**src/rtl/reset_seq_if.sv**
```systemverilog
// Request/mask inputs and staged reset outputs of the reset sequencer.
// The slave side belongs to reset_seq; the master side belongs to whatever drives the requests.
interface reset_seq_if #(
  parameter int NUM_SRC = 2,
  parameter int NUM_OUT = 3
);
  logic [NUM_SRC-1:0] req;
  logic [NUM_SRC-1:0] req_mask;
  logic               cause_clr;
  logic [NUM_OUT-1:0] res;
  logic               busy;
  logic [NUM_SRC-1:0] cause;
  logic               por;

  modport master (
    output req, req_mask, cause_clr,
    input  res, busy, cause, por
  );

  modport slave (
    input  req, req_mask, cause_clr,
    output res, busy, cause, por
  );
endinterface

```
**src/rtl/reset_seq.sv**
```systemverilog
// Multi-source reset sequencer: synchronises and debounces maskable requests, holds all domains,
// then releases them one at a time while recording which request bits caused the reset.
module reset_seq #(
  parameter int NUM_SRC         = 2,
  parameter int NUM_OUT         = 3,
  parameter int DELAY_CYCLES    = 99,
  parameter int STAGE_CYCLES    = 4,
  parameter int DEBOUNCE_CYCLES = 2,
  parameter int CNT_W           = 32
) (
  input  logic        clock,
  input  logic        async_res_n,
  reset_seq_if.slave  bus
);

  localparam logic [CNT_W-1:0] DELAY_C      = CNT_W'(DELAY_CYCLES);
  localparam logic [CNT_W-1:0] STAGE_RELOAD = CNT_W'(STAGE_CYCLES - 1);
  localparam logic [CNT_W-1:0] DEB_MAX      = CNT_W'(DEBOUNCE_CYCLES);
  localparam logic [CNT_W-1:0] ONE_C        = CNT_W'(1'b1);

  typedef enum logic [1:0] {
    HOLD    = 2'd0,
    RELEASE = 2'd1,
    RUN     = 2'd2
  } state_t;

  logic [NUM_SRC-1:0] sync1_r;
  logic [NUM_SRC-1:0] sync2_r;
  logic [CNT_W-1:0]   deb_cnt_r;
  logic [CNT_W-1:0]   deb_cnt_s;
  logic [NUM_SRC-1:0] req_eff_s;
  logic               act_raw_s;
  logic               act_s;

  state_t             state_r;
  state_t             state_s;
  logic [CNT_W-1:0]   hold_cnt_r;
  logic [CNT_W-1:0]   hold_cnt_s;
  logic [CNT_W-1:0]   stage_cnt_r;
  logic [CNT_W-1:0]   stage_cnt_s;
  logic [NUM_OUT-1:0] res_r;
  logic [NUM_OUT-1:0] res_s;
  logic               busy_r;
  logic               busy_s;
  logic [NUM_SRC-1:0] cause_r;
  logic [NUM_SRC-1:0] cause_s;
  logic [NUM_SRC-1:0] cause_base_s;
  logic               por_r;
  logic               por_s;

  // Request qualification: a request is only valid once it has stayed high past the debounce window.
  always_comb begin
    req_eff_s = sync2_r & ~bus.req_mask;
    act_raw_s = |req_eff_s;
    deb_cnt_s = deb_cnt_r;
    if (!act_raw_s) begin
      deb_cnt_s = '0;
    end else if (deb_cnt_r != DEB_MAX) begin
      deb_cnt_s = deb_cnt_r + ONE_C;
    end else begin
      deb_cnt_s = deb_cnt_r;
    end
    act_s = act_raw_s && (deb_cnt_r == DEB_MAX);
  end

  // Two-flop synchroniser and debounce counter.
  always_ff @(posedge clock or negedge async_res_n) begin
    if (!async_res_n) begin
      sync1_r   <= '0;
      sync2_r   <= '0;
      deb_cnt_r <= '0;
    end else begin
      sync1_r   <= bus.req;
      sync2_r   <= sync1_r;
      deb_cnt_r <= deb_cnt_s;
    end
  end

  // Sequencer next state: shifting res left clears the lowest still-asserted domain each stage.
  always_comb begin
    state_s     = state_r;
    hold_cnt_s  = hold_cnt_r;
    stage_cnt_s = stage_cnt_r;
    res_s       = res_r;
    case (state_r)
      HOLD: begin
        if (act_s) begin
          hold_cnt_s = DELAY_C;
        end else if (hold_cnt_r != '0) begin
          hold_cnt_s = hold_cnt_r - ONE_C;
        end else begin
          res_s       = res_r << 1'b1;
          stage_cnt_s = STAGE_RELOAD;
          if (NUM_OUT == 1) begin
            state_s = RUN;
          end else begin
            state_s = RELEASE;
          end
        end
      end
      RELEASE: begin
        if (act_s) begin
          state_s    = HOLD;
          res_s      = '1;
          hold_cnt_s = DELAY_C;
        end else if (stage_cnt_r != '0) begin
          stage_cnt_s = stage_cnt_r - ONE_C;
        end else begin
          res_s       = res_r << 1'b1;
          stage_cnt_s = STAGE_RELOAD;
          if ((res_r << 1'b1) == '0) begin
            state_s = RUN;
          end else begin
            state_s = RELEASE;
          end
        end
      end
      RUN: begin
        if (act_s) begin
          state_s    = HOLD;
          res_s      = '1;
          hold_cnt_s = DELAY_C;
        end else begin
          state_s = RUN;
        end
      end
      default: begin
        state_s    = HOLD;
        res_s      = '1;
        hold_cnt_s = DELAY_C;
      end
    endcase
    busy_s = |res_s;
  end

  // Cause bookkeeping: a clear and a simultaneous new cause resolve in favour of the new cause.
  always_comb begin
    if (bus.cause_clr) begin
      cause_base_s = '0;
      por_s        = 1'b0;
    end else begin
      cause_base_s = cause_r;
      por_s        = por_r;
    end
    if (act_s) begin
      cause_s = cause_base_s | req_eff_s;
    end else begin
      cause_s = cause_base_s;
    end
  end

  // Sequencer and status registers.
  always_ff @(posedge clock or negedge async_res_n) begin
    if (!async_res_n) begin
      state_r     <= HOLD;
      hold_cnt_r  <= DELAY_C;
      stage_cnt_r <= '0;
      res_r       <= '1;
      busy_r      <= 1'b1;
      cause_r     <= '0;
      por_r       <= 1'b1;
    end else begin
      state_r     <= state_s;
      hold_cnt_r  <= hold_cnt_s;
      stage_cnt_r <= stage_cnt_s;
      res_r       <= res_s;
      busy_r      <= busy_s;
      cause_r     <= cause_s;
      por_r       <= por_s;
    end
  end

  assign bus.res   = res_r;
  assign bus.busy  = busy_r;
  assign bus.cause = cause_r;
  assign bus.por   = por_r;

endmodule

```
**src/flat_wrapper.sv**
```systemverilog
// flat-port wrapper written by rule: the top's interface ports become plain ports
module reset_seq_flat 
#(
  parameter int NUM_SRC         = 2,
  parameter int NUM_OUT         = 3,
  parameter int DELAY_CYCLES    = 99,
  parameter int STAGE_CYCLES    = 4,
  parameter int DEBOUNCE_CYCLES = 2,
  parameter int CNT_W           = 32
)
  (clock, async_res_n, bus_req, bus_req_mask, bus_cause_clr, bus_res, bus_busy, bus_cause, bus_por);
  reset_seq_if #(.NUM_SRC(NUM_SRC), .NUM_OUT(NUM_OUT)) bus_i ();
  input  logic clock;
  input  logic async_res_n;
  input wire logic [$bits(bus_i.req)-1:0] bus_req;
  input wire logic [$bits(bus_i.req_mask)-1:0] bus_req_mask;
  input wire logic [$bits(bus_i.cause_clr)-1:0] bus_cause_clr;
  output wire logic [$bits(bus_i.res)-1:0] bus_res;
  output wire logic [$bits(bus_i.busy)-1:0] bus_busy;
  output wire logic [$bits(bus_i.cause)-1:0] bus_cause;
  output wire logic [$bits(bus_i.por)-1:0] bus_por;
  assign bus_i.req = bus_req;
  assign bus_i.req_mask = bus_req_mask;
  assign bus_i.cause_clr = bus_cause_clr;
  assign bus_res = bus_i.res;
  assign bus_busy = bus_i.busy;
  assign bus_cause = bus_i.cause;
  assign bus_por = bus_i.por;
  reset_seq #(.NUM_SRC(NUM_SRC), .NUM_OUT(NUM_OUT), .DELAY_CYCLES(DELAY_CYCLES), .STAGE_CYCLES(STAGE_CYCLES), .DEBOUNCE_CYCLES(DEBOUNCE_CYCLES), .CNT_W(CNT_W)) u_core (.clock(clock), .async_res_n(async_res_n), .bus(bus_i));
endmodule
```
**config.mk**
```make
export PLATFORM = sky130hd
export DESIGN_NAME = reset_seq_flat
export DESIGN_NICKNAME = d
export VERILOG_FILES = /design/src/rtl/reset_seq_if.sv /design/src/rtl/reset_seq.sv /design/src/flat_wrapper.sv
export SDC_FILE = /design/constraint.sdc
export NUM_CORES = 1
export LEC_CHECK = 0
export CORE_MARGIN = 2
export CORE_UTILIZATION = 45
export DETAILED_ROUTE_END_ITERATION = 16
export SETUP_SLACK_MARGIN = 0.5
export SLEW_MARGIN = 40
export SYNTH_ARGS = -nofsm -noshare
export SYNTH_HDL_FRONTEND = slang
export SYNTH_SLANG_ARGS = --single-unit
```
**constraint.sdc**
```tcl
create_clock -name clock -period 4.6 [get_ports clock]
set_clock_uncertainty 0.15 [all_clocks]
set_input_delay 0.92 -clock clock [delete_from_list [all_inputs] [get_ports clock]]
set_output_delay 0.92 -clock clock [all_outputs]
set_load 0.01 [all_outputs]
```
Yosys cells after proc, flatten, opt, wreduce, memory -nomap -nowiden

Cells that the tools add are included.

Output and inout bits: 7
Bits in registers: 109
Logic and storage cells: 65
Latch bits: 0
Bits in read-only memories: 0
Memories: 0
Bits in writable memories: 0
Input port bits: 7

Magnitude comparators: 0
Bitwise logic cells: 3
Shifts and indexed selects: 0
Equality and inequality tests: 11
Divide/modulo/power cells: 0
Multipliers: 0
$add $sub $neg: 3
Mux-type cells: 26
Reductions and logical operators: 12

Operator list:

| cell                                                                     | count |
|---|---|
| 32-bit 2-to-1 mux                                                        | 9 |
| 32-bit case mux with 2 select lines                                      | 2 |
| 32-bit nonzero test                                                      | 2 |
| 32-bit by 1-bit subtractor with 32-bit output, second input constant     | 2 |
| 32-bit by 1-bit adder with 32-bit output, second input constant          | 1 |
| 32-bit by 2-bit == test with 1-bit output, second input constant         | 1 |
| 32-bit by 2-bit inequality test with 1-bit output, second input constant | 1 |
| 2-bit 2-to-1 mux                                                         | 8 |
| 3-bit 2-to-1 mux                                                         | 5 |
| 3-bit case mux with 3 select lines                                       | 1 |
| 2-bit inequality test, second input constant                             | 4 |
| 2-bit case mux with 3 select lines                                       | 1 |
| 4-bit AND reduction                                                      | 1 |
| 2-bit OR reduction                                                       | 2 |
| 3-bit zero test                                                          | 1 |
| 3-bit by 1-bit inequality test with 1-bit output, second input constant  | 1 |
| 3-bit by 2-bit inequality test with 1-bit output, second input constant  | 1 |
| 3-bit AND reduction                                                      | 1 |
| 3-bit OR reduction                                                       | 1 |
| 2-bit bitwise AND                                                        | 1 |
| 2-bit by 1-bit == test with 1-bit output, second input constant          | 1 |
| 2-bit == test, second input constant                                     | 1 |
| 2-bit zero test                                                          | 1 |
| 2-bit by 1-bit inequality test with 1-bit output, second input constant  | 1 |
| 5 further kinds                                                          | 5 |

Depth between registers and ports, before layout

Gate-level depths: netlist (run 1).

Depth in word-level cells: 7
Depth in mapped cells: 10
Mapped depth without buffers: 8

Worst setup path before layout (run 1)

OpenSTA, ideal clock, no wires.

Path type: input -> register
Start: in bus_req_mask[0]
End: reg u_core.hold_cnt_r[9]
Stages on the path: 8
Required time: 4.314 ns
Arrival time: 2.481 ns
Library setup time: 0.136 ns
Path buffers: 2
Path slack: 1.833 ns
Cell sequence: nand2b_1 > and2_1 > clkbuf_1 > nor3_2 > clkbuf_1 > nor2_1 > o41ai_1 > a21oi_1

Cells in the longest elaborated chain, start to end: 6
Elaborated cells on any way between the ends: 9

Ends and longest elaborated chain:

| element                                                                    | RTL line           | RTL |
|---|---|---|
| from (decl)                                                                | flat_wrapper.sv:16 | `input wire logic [$bits(bus_i.req_mask)-1:0] bus_req_mask;` |
| 2-bit NOT *                                                                | reset_seq.sv:53    | `req_eff_s = sync2_r & ~bus.req_mask;` |
| 2-bit bitwise AND *                                                        | reset_seq.sv:53    |  |
| 2-bit OR reduction *                                                       | reset_seq.sv:54    | `act_raw_s = \|req_eff_s;` |
| 1-bit logical AND *                                                        | reset_seq.sv:63    | `act_s = act_raw_s && (deb_cnt_r == DEB_MAX);` |
| 32-bit 2-to-1 mux (tied with other cells)                                  | reset_seq.sv:87    | `if (act_s) begin` |
| 32-bit case mux with 2 select lines or 2-bit AND reduction (tied branches) | n/a                |  |
| to (signal assigned)                                                       | reset_seq.sv:164   | `hold_cnt_r <= hold_cnt_s;` |
| to (decl)                                                                  | reset_seq.sv:37    | `logic [CNT_W-1:0] hold_cnt_r;` |

Every way passes the cells marked *; elsewhere a longest branch is shown, timed or not.
A chain may end at the register's enable or synchronous reset.

Worst setup path in the final report (run 1)

Start: reg u_core.stage_cnt_r[0]
End: reg u_core.busy_r (netlist: u_core.bus.busy)

Cells in the longest elaborated chain, start to end: 5

Ends and longest elaborated chain:

| element                            | RTL line         | RTL |
|---|---|---|
| from (decl)                        | reset_seq.sv:39  | `logic [CNT_W-1:0] stage_cnt_r;` |
| from (signal assigned)             | reset_seq.sv:165 | `stage_cnt_r <= stage_cnt_s;` |
| 32-bit nonzero test                | reset_seq.sv:106 | `end else if (stage_cnt_r != '0) begin` |
| 3-bit 2-to-1 mux                   | reset_seq.sv:106 |  |
| 3-bit 2-to-1 mux                   | reset_seq.sv:102 | `if (act_s) begin` |
| 3-bit case mux with 3 select lines | reset_seq.sv:85  | `case (state_r)` |
| 3-bit OR reduction                 | reset_seq.sv:133 | `busy_s = \|res_s;` |
| via u_core.busy_s                  | reset_seq.sv:44  | `logic busy_s;` |
| to (signal assigned)               | reset_seq.sv:167 | `busy_r <= busy_s;` |
| to (decl)                          | reset_seq.sv:43  | `logic busy_r;` |

The timed path passes the listed nets, and every way through them passes these cells.

==> results of run 1 <==
## sequential cells by signal (all words and copies together) (netlist names)
| name | count |
|---|---|
| u_core.stage_cnt_r | 32 |
| u_core.hold_cnt_r | 32 |
| u_core.state_r | 2 |
| u_core.sync2_r | 2 |
| u_core.sync1_r | 2 |
| u_core.bus.busy | 1 |
| u_core.deb_cnt_r | 32 |
| u_core.bus.res | 3 |
| u_core.bus.por | 1 |
| u_core.bus.cause | 2 |
## cells by family after synthesis
family                     count (synthesis)  synth area share (%)
xor gates and xnor gates                  43                  6.47
buffers and inverters                     43                  3.22
AOI/OAI and AO/OA                        157                  16.9
DFF                                      109                  47.1
and+or+nand+nor                          271                  23.9
adders and majority gates                  8                  1.72
muxes                                      4                 0.688
## worst min path at each step
stage / endpoint
after floorplan: u_core.sync2_r[0]
after global placement: u_core.sync2_r[1]
after detailed placement: u_core.sync2_r[0]
after CTS: u_core.sync2_r[0]
after global routing: u_core.sync2_r[1]
final: u_core.sync2_r[0]
## per-layer routing
layer,track usage [%],share of wire (%)
met1,26.7,48
met2,30.2,47
met3,3.68,3.5
met4,6.85,1.6
met5,0,0
## through the flow
step	cell area (sq um)	hold WS, ns	util [%]
2_1_floorplan	5820	0.181	-
3_3_place_gp	6110	0.183	48.4
3_5_place_dp	6120	0.187	48.5
4_1_cts	6410	0.205	50.8
5_1_grt	6410	0.235	50.8
6_report	6410	0.202	50.8
## cell usage in the layout, fill, tap and decap left out, drive strengths merged, types with 12 or more instances in the layout
cell type / netlist / layout
clkdlybuf4s50: 0 / 12
o21ai: 63 / 63
inv: 16 / 20
nand3: 18 / 18
xor2: 34 / 34
nand2: 39 / 39
a21oi: 32 / 32
nor3: 21 / 21
nor4: 20 / 20
o31ai: 14 / 14
or3: 18 / 18
nor2: 91 / 91
dfrtp: 100 / 100
## worst max-delay path, stage by stage (launching register included)
cell and delay (ns):
dfrtp_1 0.42, inv_1 0.07, ha_1 0.18, nor3b_1 0.61
nand3_1 0.49, o41ai_4 0.37, buf_4 0.40, nand3_1 0.24
a211o_1 0.31
## cell type report
type / count / area (sq um)
clock inverter: 6 / 53.8
clock buffer: 10 / 229
inverter: 16 / 60.1
sequential: 109 / 2740
tap: 172 / 215
multi-input combinational: 483 / 2920
timing repair buffer: 22 / 199
fill: 1175 / 6210
## power groups by stage
stage               Combinational [mW]  Sequential [mW]  Clock [mW]
finish                            1.53             1.30       0.763
global route                      1.74             1.33       0.825
CTS                               1.53             1.29       0.789
detailed placement                1.53             1.31           0
global placement                  1.47             1.30           0
floorplan                         1.17             1.28           0
==> flow_metrics.py, run 1 <==
metrics = {
    "outcome": {
        "status": "finished, final reports clean",
    },
    "global_routing": {
        "grt_max_degree": 60,
        "antenna_found_initial": 0,
        "grt_pass1_wl_mm": 22.0,
        "grtUsageTotal_pct": 19.3,
        "grt-ovfl-total": 0,
        "grt_pass1_vias": 4497,
    },
    "hold_path": {
        "hp-class": "register to register",
        "holdPathStages": 0,
        "worstHoldStart": "u_core.sync1_r[0]",
    },
    "logic_synthesis": {
        "synth_top_area_share_pct": 43.0,
        "yosys_register_bits": 109,
        "yosysMostFrequentCell": "dfrtp_1",
        "synth.top_cells.by_count": "dfrtp_1 (100), nor2_1 (91), o21ai_0 (55)",
        "synth.avg_cell_area_sq_um": 9.17,
        "syn_area_sq_mm": 0.00582,
        "yosysUniqueCellTypes": 58,
        "syn_inst": 635,
        "synth_edf_count": 0,
        "ys_top_cells_by_area": "dfrtp_1 (43%), nor2_1 (5.9%), xor2_1 (5.1%), o21ai_0 (4.7%), dfstp_2 (4.1%)",
        "yosysSeqAreaShare_pct": 47.1,
        "yosysTopAreaCell": "dfrtp_1",
        "yosys_warnings": 0,
        "ys.flop_type": "dfrtp_1",
        "async_flop_share_pct": 100,
        "synth_nets": 650,
    },
    "power": {
        "p_per_area_mw_per_mm2": 560,
        "p_int_mw": 2.05,
        "p_seq_share_pct": 36.1,
        "p_total_mw": 3.59,
        "switching_share_pct": 42.9,
        "p_sw_mw": 1.54,
        "pwr-share-clk_pct": 21.3,
        "worst_ir_drop_vdd_uv": 254,
        "leakage_nw": 2.75,
        "comb_power_share_pct": 42.6,
    },
    "clocking": {
        "cts_resized": 0,
        "worstSkewPairLatency_ns": 0.37,
        "post-cts-setup-buffers": 0,
        "cts_made_buffers": 9,
        "ctsHoldBuffers": 0,
        "clk_path_buf_depth": 2,
        "cts_sinks": 109,
        "path_clk_slew_ns": 0.08,
        "cts_htree_levels": 3,
        "clock-root-buffer": "clkbuf_16",
        "cts_tree": "built",
    },
    "floorplan": {
        "row_count": 41,
        "ioPinCount": 14,
        "die-area_sq_mm": 0.0139,
        "die_h_microns": 118,
        "die_x_microns": 118,
        "coreArea_sq_mm": 0.0126,
        "initial_core_util_pct": 46.1,
    },
    "worst_setup_path": {
        "cp.arrival_ns": 3.45,
        "cp_max_fo": 33,
        "r2r-end": "u_core.bus.busy",
        "crit_type": "register to register",
        "worstPathRequired_ns": 4.74,
        "crit_end": "u_core.bus.busy",
        "r2r-start": "u_core.stage_cnt_r[0]",
        "cp-start-kind": "register",
        "startpoint": "u_core.stage_cnt_r[0]",
        "end_kind": "register",
        "reg2reg_depth": 8,
        "rrSetupSlack_ns": 1.29,
    },
    "drt": {
        "wl_per_cell_microns": 15.2,
        "vias": 4705,
        "dr.pass1.iters": 5,
        "avgViaCountPerCell": 5.75,
        "routed_wl_mm": 12.4,
        "drt-initial-drc-count": 388,
        "antenna_left": 0,
        "drc_errors": 0,
    },
    "placed_design": {
        "io_buffers": 13,
        "hpwl_mm": 8.29,
        "pre_cts_ws_ns": 1.35,
        "place_congestion": 0.840,
        "dp_cells": 802,
    },
    "sta": {
        "tightest_slew_ns": 0.701,
        "rsz0062_at_grt": "no",
        "fin_setup_tns_ns": 0,
        "setup_violations": 0,
        "min_period_ns": 3.31,
        "maxSlewHeadroom_pct": 52.6,
        "clock.fmax_ghz": 0.302,
        "setup_slack_ns": 1.29,
        "fin_crit_sh_pct": 71.9,
        "report.final.slew_viol_count": 0,
        "hold_viol": 0,
    },
    "layout": {
        "area_growth_syn_to_layout_pct": 10.2,
        "final_layout_size_suffix_gt1_share_pct": 7.28,
        "num_antenna_cells": 0,
        "layout.cells.non_filler": 818,
        "nets": 656,
    },
    "run": {
        "maxCapViolations": 0,
    },
}
Power figures use the tool's default switching activity.
==> run 2, diff against run 1 <==
Clock period 4.6 ns to 2.72 ns, I/O delays scaled along.
==> run 2 against run 1 <==
- maximum frequency grew 31%
- cell count grew 8.6%
- hold slack lost 0.19 ns
- highest routed layer unchanged
- design area grew 16%
- sequential share of layout area shrank 6.0 points
- die area is the same
- power grew 110%
- first-iteration DRC count shrank 27%
- global-route usage grew 1.9 points
- count of clock-buffer cells in the layout shrank 1
- non-clock buffer count grew 70
- critical endpoint is now u_core.stage_cnt_r[31]
==> flow_metrics.py, run 2 (synthesis results as in run 1) <==
metrics = {
    "sta": {
        "setup_violations": 0,
        "fin_crit_sh_pct": 93.2,
        "hold_viol": 0,
        "min_period_ns": 2.53,
        "maxSlewHeadroom_pct": 62.6,
        "report.final.slew_viol_count": 0,
        "setup_slack_ns": 0.186,
        "tightest_slew_ns": 0.557,
        "clock.fmax_ghz": 0.395,
        "whs_ns": 0.0118,
        "rsz0062_at_grt": "yes",
    },
    "worst_setup_path": {
        "reg2reg_depth": 9,
        "cp_cell_sequence": "or4_4 > or2_4 > o41ai_4 > buf_6 > buf_12 > buf_16 > a21oi_1 > o21ai_1 > o31ai_1",
        "rrSetupSlack_ns": 0.19,
        "end_kind": "register",
        "cp-start-kind": "register",
        "r2r-end": "u_core.stage_cnt_r[31]",
        "crit_buf_inv": 3,
        "worstPathRequired_ns": 2.81,
        "crit_path_max_incr_delay_ns": 0.54,
        "cp_slowest_cell": "or4_4",
        "cp_top_family": "simple AND/OR/NAND/NOR gates",
        "cp_max_fo": 7,
        "r2r-start": "u_core.stage_cnt_r[15]",
        "crit_type": "register to register",
        "cp.arrival_ns": 2.63,
    },
    "layout": {
        "final_common_cell": "dfrtp_1",
        "final_cell_area_sq_mm": 0.00747,
        "final_layout_size_suffix_gt1_share_pct": 24.4,
        "layout_common_cells": "dfrtp_1 (100), nor2_1 (84), buf_4 (61)",
        "area_growth_syn_to_layout_pct": 28.3,
        "fill_cells": 1107,
        "reg_top3": "u_core.deb_cnt_r: 32 flops, u_core.hold_cnt_r: 32 flops, u_core.stage_cnt_r: 32 flops",
        "nets": 726,
        "layout.cells.non_filler": 888,
        "num_antenna_cells": 0,
    },
    "power": {
        "p_total_mw": 7.52,
        "p_sw_mw": 3.14,
        "switching_share_pct": 41.7,
        "pwr-share-clk_pct": 16.9,
        "p_per_area_mw_per_mm2": 1010,
        "comb_power_share_pct": 53.7,
        "worst_ir_drop_vdd_uv": 625,
        "leakage_nw": 3.23,
        "p_int_mw": 4.39,
        "p_seq_share_pct": 29.4,
    },
    "floorplan": {
        "initial_core_util_pct": 46.1,
        "row_count": 41,
        "ioPinCount": 14,
        "die-area_sq_mm": 0.0139,
        "die_h_microns": 118,
        "coreArea_sq_mm": 0.0126,
        "die_x_microns": 118,
    },
    "drt": {
        "avgViaCountPerCell": 5.68,
        "vias": 5040,
        "drt-initial-drc-count": 283,
        "antenna_left": 0,
        "wl_per_cell_microns": 15.8,
        "drc_errors": 0,
        "routed_wl_mm": 14.0,
        "dr.pass1.iters": 5,
    },
    "global_routing": {
        "grt-ovfl-total": 0,
        "antenna_found_initial": 0,
        "grt_pass1_vias": 5001,
        "grtUsageTotal_pct": 21.1,
        "grt_pass1_wl_mm": 24.0,
        "grt_max_degree": 54,
    },
    "clocking": {
        "worstSkewPairLatency_ns": 0.36,
        "path_clk_slew_ns": 0.07,
        "clock-root-buffer": "clkbuf_16",
        "cts_tree": "built",
        "cts_htree_levels": 3,
        "cts_made_buffers": 9,
        "clk_path_buf_depth": 2,
        "cts_sinks": 109,
    },
    "outcome": {
        "status": "finished, final reports clean",
    },
    "placed_design": {
        "place_congestion": 0.833,
        "hpwl_mm": 9.30,
        "io_buffers": 13,
        "dp_cells": 840,
        "post_dp_cell_area_sq_mm": 0.00656,
        "pre_cts_ws_ns": -0.00542,
    },
    "run": {
        "maxCapViolations": 0,
    },
    "hold_path": {
        "hp-class": "input pin to asynchronous set/reset pin",
    },
}
[run 2: repair_timing]
item / CTS / global route
cloned: 3 / 0
setup buffers: 19 / 10
pin swaps: 10 / 9
resized for setup: 48 / 49
hold buffers: 0 / 0
setup endpoints to repair: 70 / 77
[run 2: final cells by class]
type,count,area [sq um],share of cell area (%)
Clock buffer,9,225,3.02
Clock inverter,7,60.1,0.804
Inverter,16,60.1,0.804
Multi-Input combinational cell,483,3280,44.0
Sequential cell,109,2740,36.7
Tap cell,172,215,2.88
Timing Repair Buffer,92,883,11.8
[run 2: routing by layer]
layer | global-route usage [%] | vias up | routed length (microns)
met2 | 35.2 | 74 | 6940
met4 | 5.05 | 0 | 116
li1 | - | 2473 | -
met3 | 4.89 | 8 | 424
met5 | 0 | - | 0
met1 | 27.9 | 2485 | 6510
[run 2: how the worst max path moves through the flow]
stage                              to                   start  cells past startpoint  slack, ns
3_5_place_dp          u_core.bus.busy         bus_req_mask[0]                      8     -0.005
6_report       u_core.stage_cnt_r[31]  u_core.stage_cnt_r[15]                      9       0.19
5_1_grt        u_core.stage_cnt_r[31]  u_core.stage_cnt_r[15]                      9       0.08
3_3_place_gp          u_core.bus.busy         bus_req_mask[0]                      8       0.01
4_1_cts        u_core.stage_cnt_r[24]   u_core.hold_cnt_r[11]                      7       0.20
2_1_floorplan  u_core.stage_cnt_r[15]  u_core.stage_cnt_r[13]                      8       0.23
[run 2: power by group through the flow]
stage	Sequential [mW]	Clock (mW)	Combinational (mW)
2_1_floorplan	2.18	0	2.22
3_3_place_gp	2.20	0	3.05
3_5_place_dp	2.21	0	3.11
4_1_cts	2.19	1.31	3.72
5_1_grt	2.25	1.37	4.40
6_report	2.21	1.27	4.04
[run 2: metrics by stage]
step                      util [%]  TNS [ns]
final                         59.2         0
after CTS                     57.3         0
after detailed placement      52.0  -0.00542
after global placement        52.0         0
after floorplan                  -         0
after global routing          59.2         0
==> run 3, diff against run 2 <==
Settings changed: RECOVER_POWER set to 25.
==> run 3 against run 2 <==
- critical path type unchanged
- die area did not move
- critical endpoint unchanged
- critical path depth did not move
- via count barely moved
- design area barely moved
- sequential share of layout area barely moved
- largest power group unchanged
- hold slack improved by 0.19 ns
- global-route usage did not move
- non-clock buffer count did not move
- worst setup slack barely moved
- power barely moved
- cell count did not move
==> flow_metrics.py, run 3 (synthesis results as in run 1) <==
metrics = {
    "outcome": {
        "status": "finished, final reports clean",
    },
    "drt": {
        "drt-initial-drc-count": 283,
        "wl_per_cell_microns": 15.8,
        "drc_errors": 0,
        "antenna_left": 0,
        "vias": 5039,
        "routed_wl_mm": 14.0,
        "dr.pass1.iters": 5,
        "avgViaCountPerCell": 5.67,
    },
    "sta": {
        "setup_slack_ns": 0.186,
        "rsz0062_at_grt": "yes",
        "tightest_slew_ns": 1.04,
        "clock.fmax_ghz": 0.395,
        "fin_crit_sh_pct": 93.2,
        "hold_viol": 0,
        "min_period_ns": 2.53,
        "maxSlewHeadroom_pct": 30.4,
        "report.final.slew_viol_count": 0,
        "whs_ns": 0.200,
        "fin_setup_tns_ns": 0,
        "setup_violations": 0,
    },
    "global_routing": {
        "grt_pass1_vias": 5001,
        "grt-ovfl-total": 0,
        "grt_max_degree": 54,
        "antenna_found_initial": 0,
        "grtUsageTotal_pct": 21.1,
        "grt_pass1_wl_mm": 24.0,
    },
    "worst_setup_path": {
        "rrSetupSlack_ns": 0.19,
        "cp-start-kind": "register",
        "worstPathRequired_ns": 2.81,
        "reg2reg_depth": 9,
        "cp_cell_sequence": "or4_4 > or2_4 > o41ai_4 > buf_6 > buf_12 > buf_16 > a21oi_1 > o21ai_1 > o31ai_1",
        "crit_path_max_incr_delay_ns": 0.54,
        "cp_top_family": "simple AND/OR/NAND/NOR gates",
        "r2r-end": "u_core.stage_cnt_r[31]",
        "cp.arrival_ns": 2.63,
        "crit_buf_inv": 3,
        "cp_max_fo": 7,
        "cp_slowest_cell": "or4_4",
        "end_kind": "register",
        "r2r-start": "u_core.stage_cnt_r[15]",
        "crit_type": "register to register",
    },
    "power": {
        "p_int_mw": 4.39,
        "p_seq_share_pct": 29.4,
        "p_per_area_mw_per_mm2": 1010,
        "comb_power_share_pct": 53.7,
        "worst_ir_drop_vdd_uv": 625,
        "leakage_nw": 3.23,
        "pwr-share-clk_pct": 16.9,
        "p_sw_mw": 3.14,
        "switching_share_pct": 41.7,
        "p_total_mw": 7.52,
    },
    "placed_design": {
        "io_buffers": 13,
        "hpwl_mm": 9.30,
        "pre_cts_ws_ns": -0.00542,
        "place_congestion": 0.833,
    },
    "floorplan": {
        "ioPinCount": 14,
        "die_x_microns": 118,
        "die_h_microns": 118,
        "coreArea_sq_mm": 0.0126,
        "row_count": 41,
        "initial_core_util_pct": 46.1,
        "die-area_sq_mm": 0.0139,
    },
    "layout": {
        "num_antenna_cells": 0,
        "final_common_cell": "dfrtp_1",
        "final_layout_size_suffix_gt1_share_pct": 24.4,
        "reg_top3": "u_core.deb_cnt_r: 32 flops, u_core.hold_cnt_r: 32 flops, u_core.stage_cnt_r: 32 flops",
        "layout_common_cells": "dfrtp_1 (100), nor2_1 (84), buf_4 (60)",
        "nets": 726,
        "area_growth_syn_to_layout_pct": 28.2,
    },
    "clocking": {
        "ctsHoldBuffers": 0,
        "cts_made_buffers": 9,
        "cts_htree_levels": 3,
        "cts_tree": "built",
        "clock-root-buffer": "clkbuf_16",
        "clk_path_buf_depth": 2,
        "cts_sinks": 109,
        "worstSkewPairLatency_ns": 0.36,
        "path_clk_slew_ns": 0.07,
    },
    "hold_path": {
        "holdPathStages": 0,
        "hp-class": "register to register",
        "worstHoldStart": "u_core.sync1_r[0]",
        "min_delay_worst_endpoint": "u_core.sync2_r[0]",
    },
    "run": {
        "maxCapViolations": 0,
    },
}
-- run 3: layout make-up --
cell class | instances | area [sq um]
inverter | 16 | 60.1
sequential | 109 | 2740
multi-input combinational | 483 | 3280
timing repair buffer | 92 | 881
clock buffer | 9 | 225
clock inverter | 7 | 60.1
tap | 172 | 215
fill | 1108 | 5150
-- run 3: worst max path at each step --
stage,startpoint,endpoint,cells after the start
after floorplan,u_core.stage_cnt_r[13],u_core.stage_cnt_r[15],8
after global placement,bus_req_mask[0],u_core.bus.busy,8
after detailed placement,bus_req_mask[0],u_core.bus.busy,8
after CTS,u_core.hold_cnt_r[11],u_core.stage_cnt_r[24],7
after global routing,u_core.stage_cnt_r[15],u_core.stage_cnt_r[31],9
final,u_core.stage_cnt_r[15],u_core.stage_cnt_r[31],9
-- run 3: worst register-to-register path, stage by stage (launching register included) --
cell and delay (ns):
dfrtp_1 0.39, or4_4 0.54, or2_4 0.27, o41ai_4 0.35
buf_6 0.18, buf_12 0.11, buf_16 0.12, a21oi_1 0.05
o21ai_1 0.17, o31ai_1 0.09
-- run 3: power by group through the flow --
stage / Sequential [mW] / Combinational [mW] / Clock [mW]
CTS: 2.19 / 3.72 / 1.31
global route: 2.25 / 4.39 / 1.37
detailed placement: 2.21 / 3.11 / 0
global placement: 2.20 / 3.05 / 0
floorplan: 2.18 / 2.22 / 0
finish: 2.21 / 4.04 / 1.27
-- run 3: stage by stage --
stage	instances	instance area (sq um)	util, %
after global placement	840	6560	52.0
after detailed placement	840	6560	52.0
after floorplan	635	6000	-
after CTS	878	7230	57.3
final	888	7460	59.2
after global routing	888	7460	59.2
-- run 3: what timing repair did --
item / CTS / global route
setup endpoints to repair: 70 / 77
pin swaps: 10 / 9
endpoints found under the hold margin: 0 / 0
gates cloned: 3 / 0
gates resized for setup: 48 / 49
buffers inserted: 19 / 10
-- run 3: routing by layer --
layer	track usage, %	wire length, microns	vias up
met5	0	0	-
met4	5.05	116	0
met1	27.9	6510	2487
met3	4.89	414	8
met2	35.2	6950	72
li1	-	-	2472
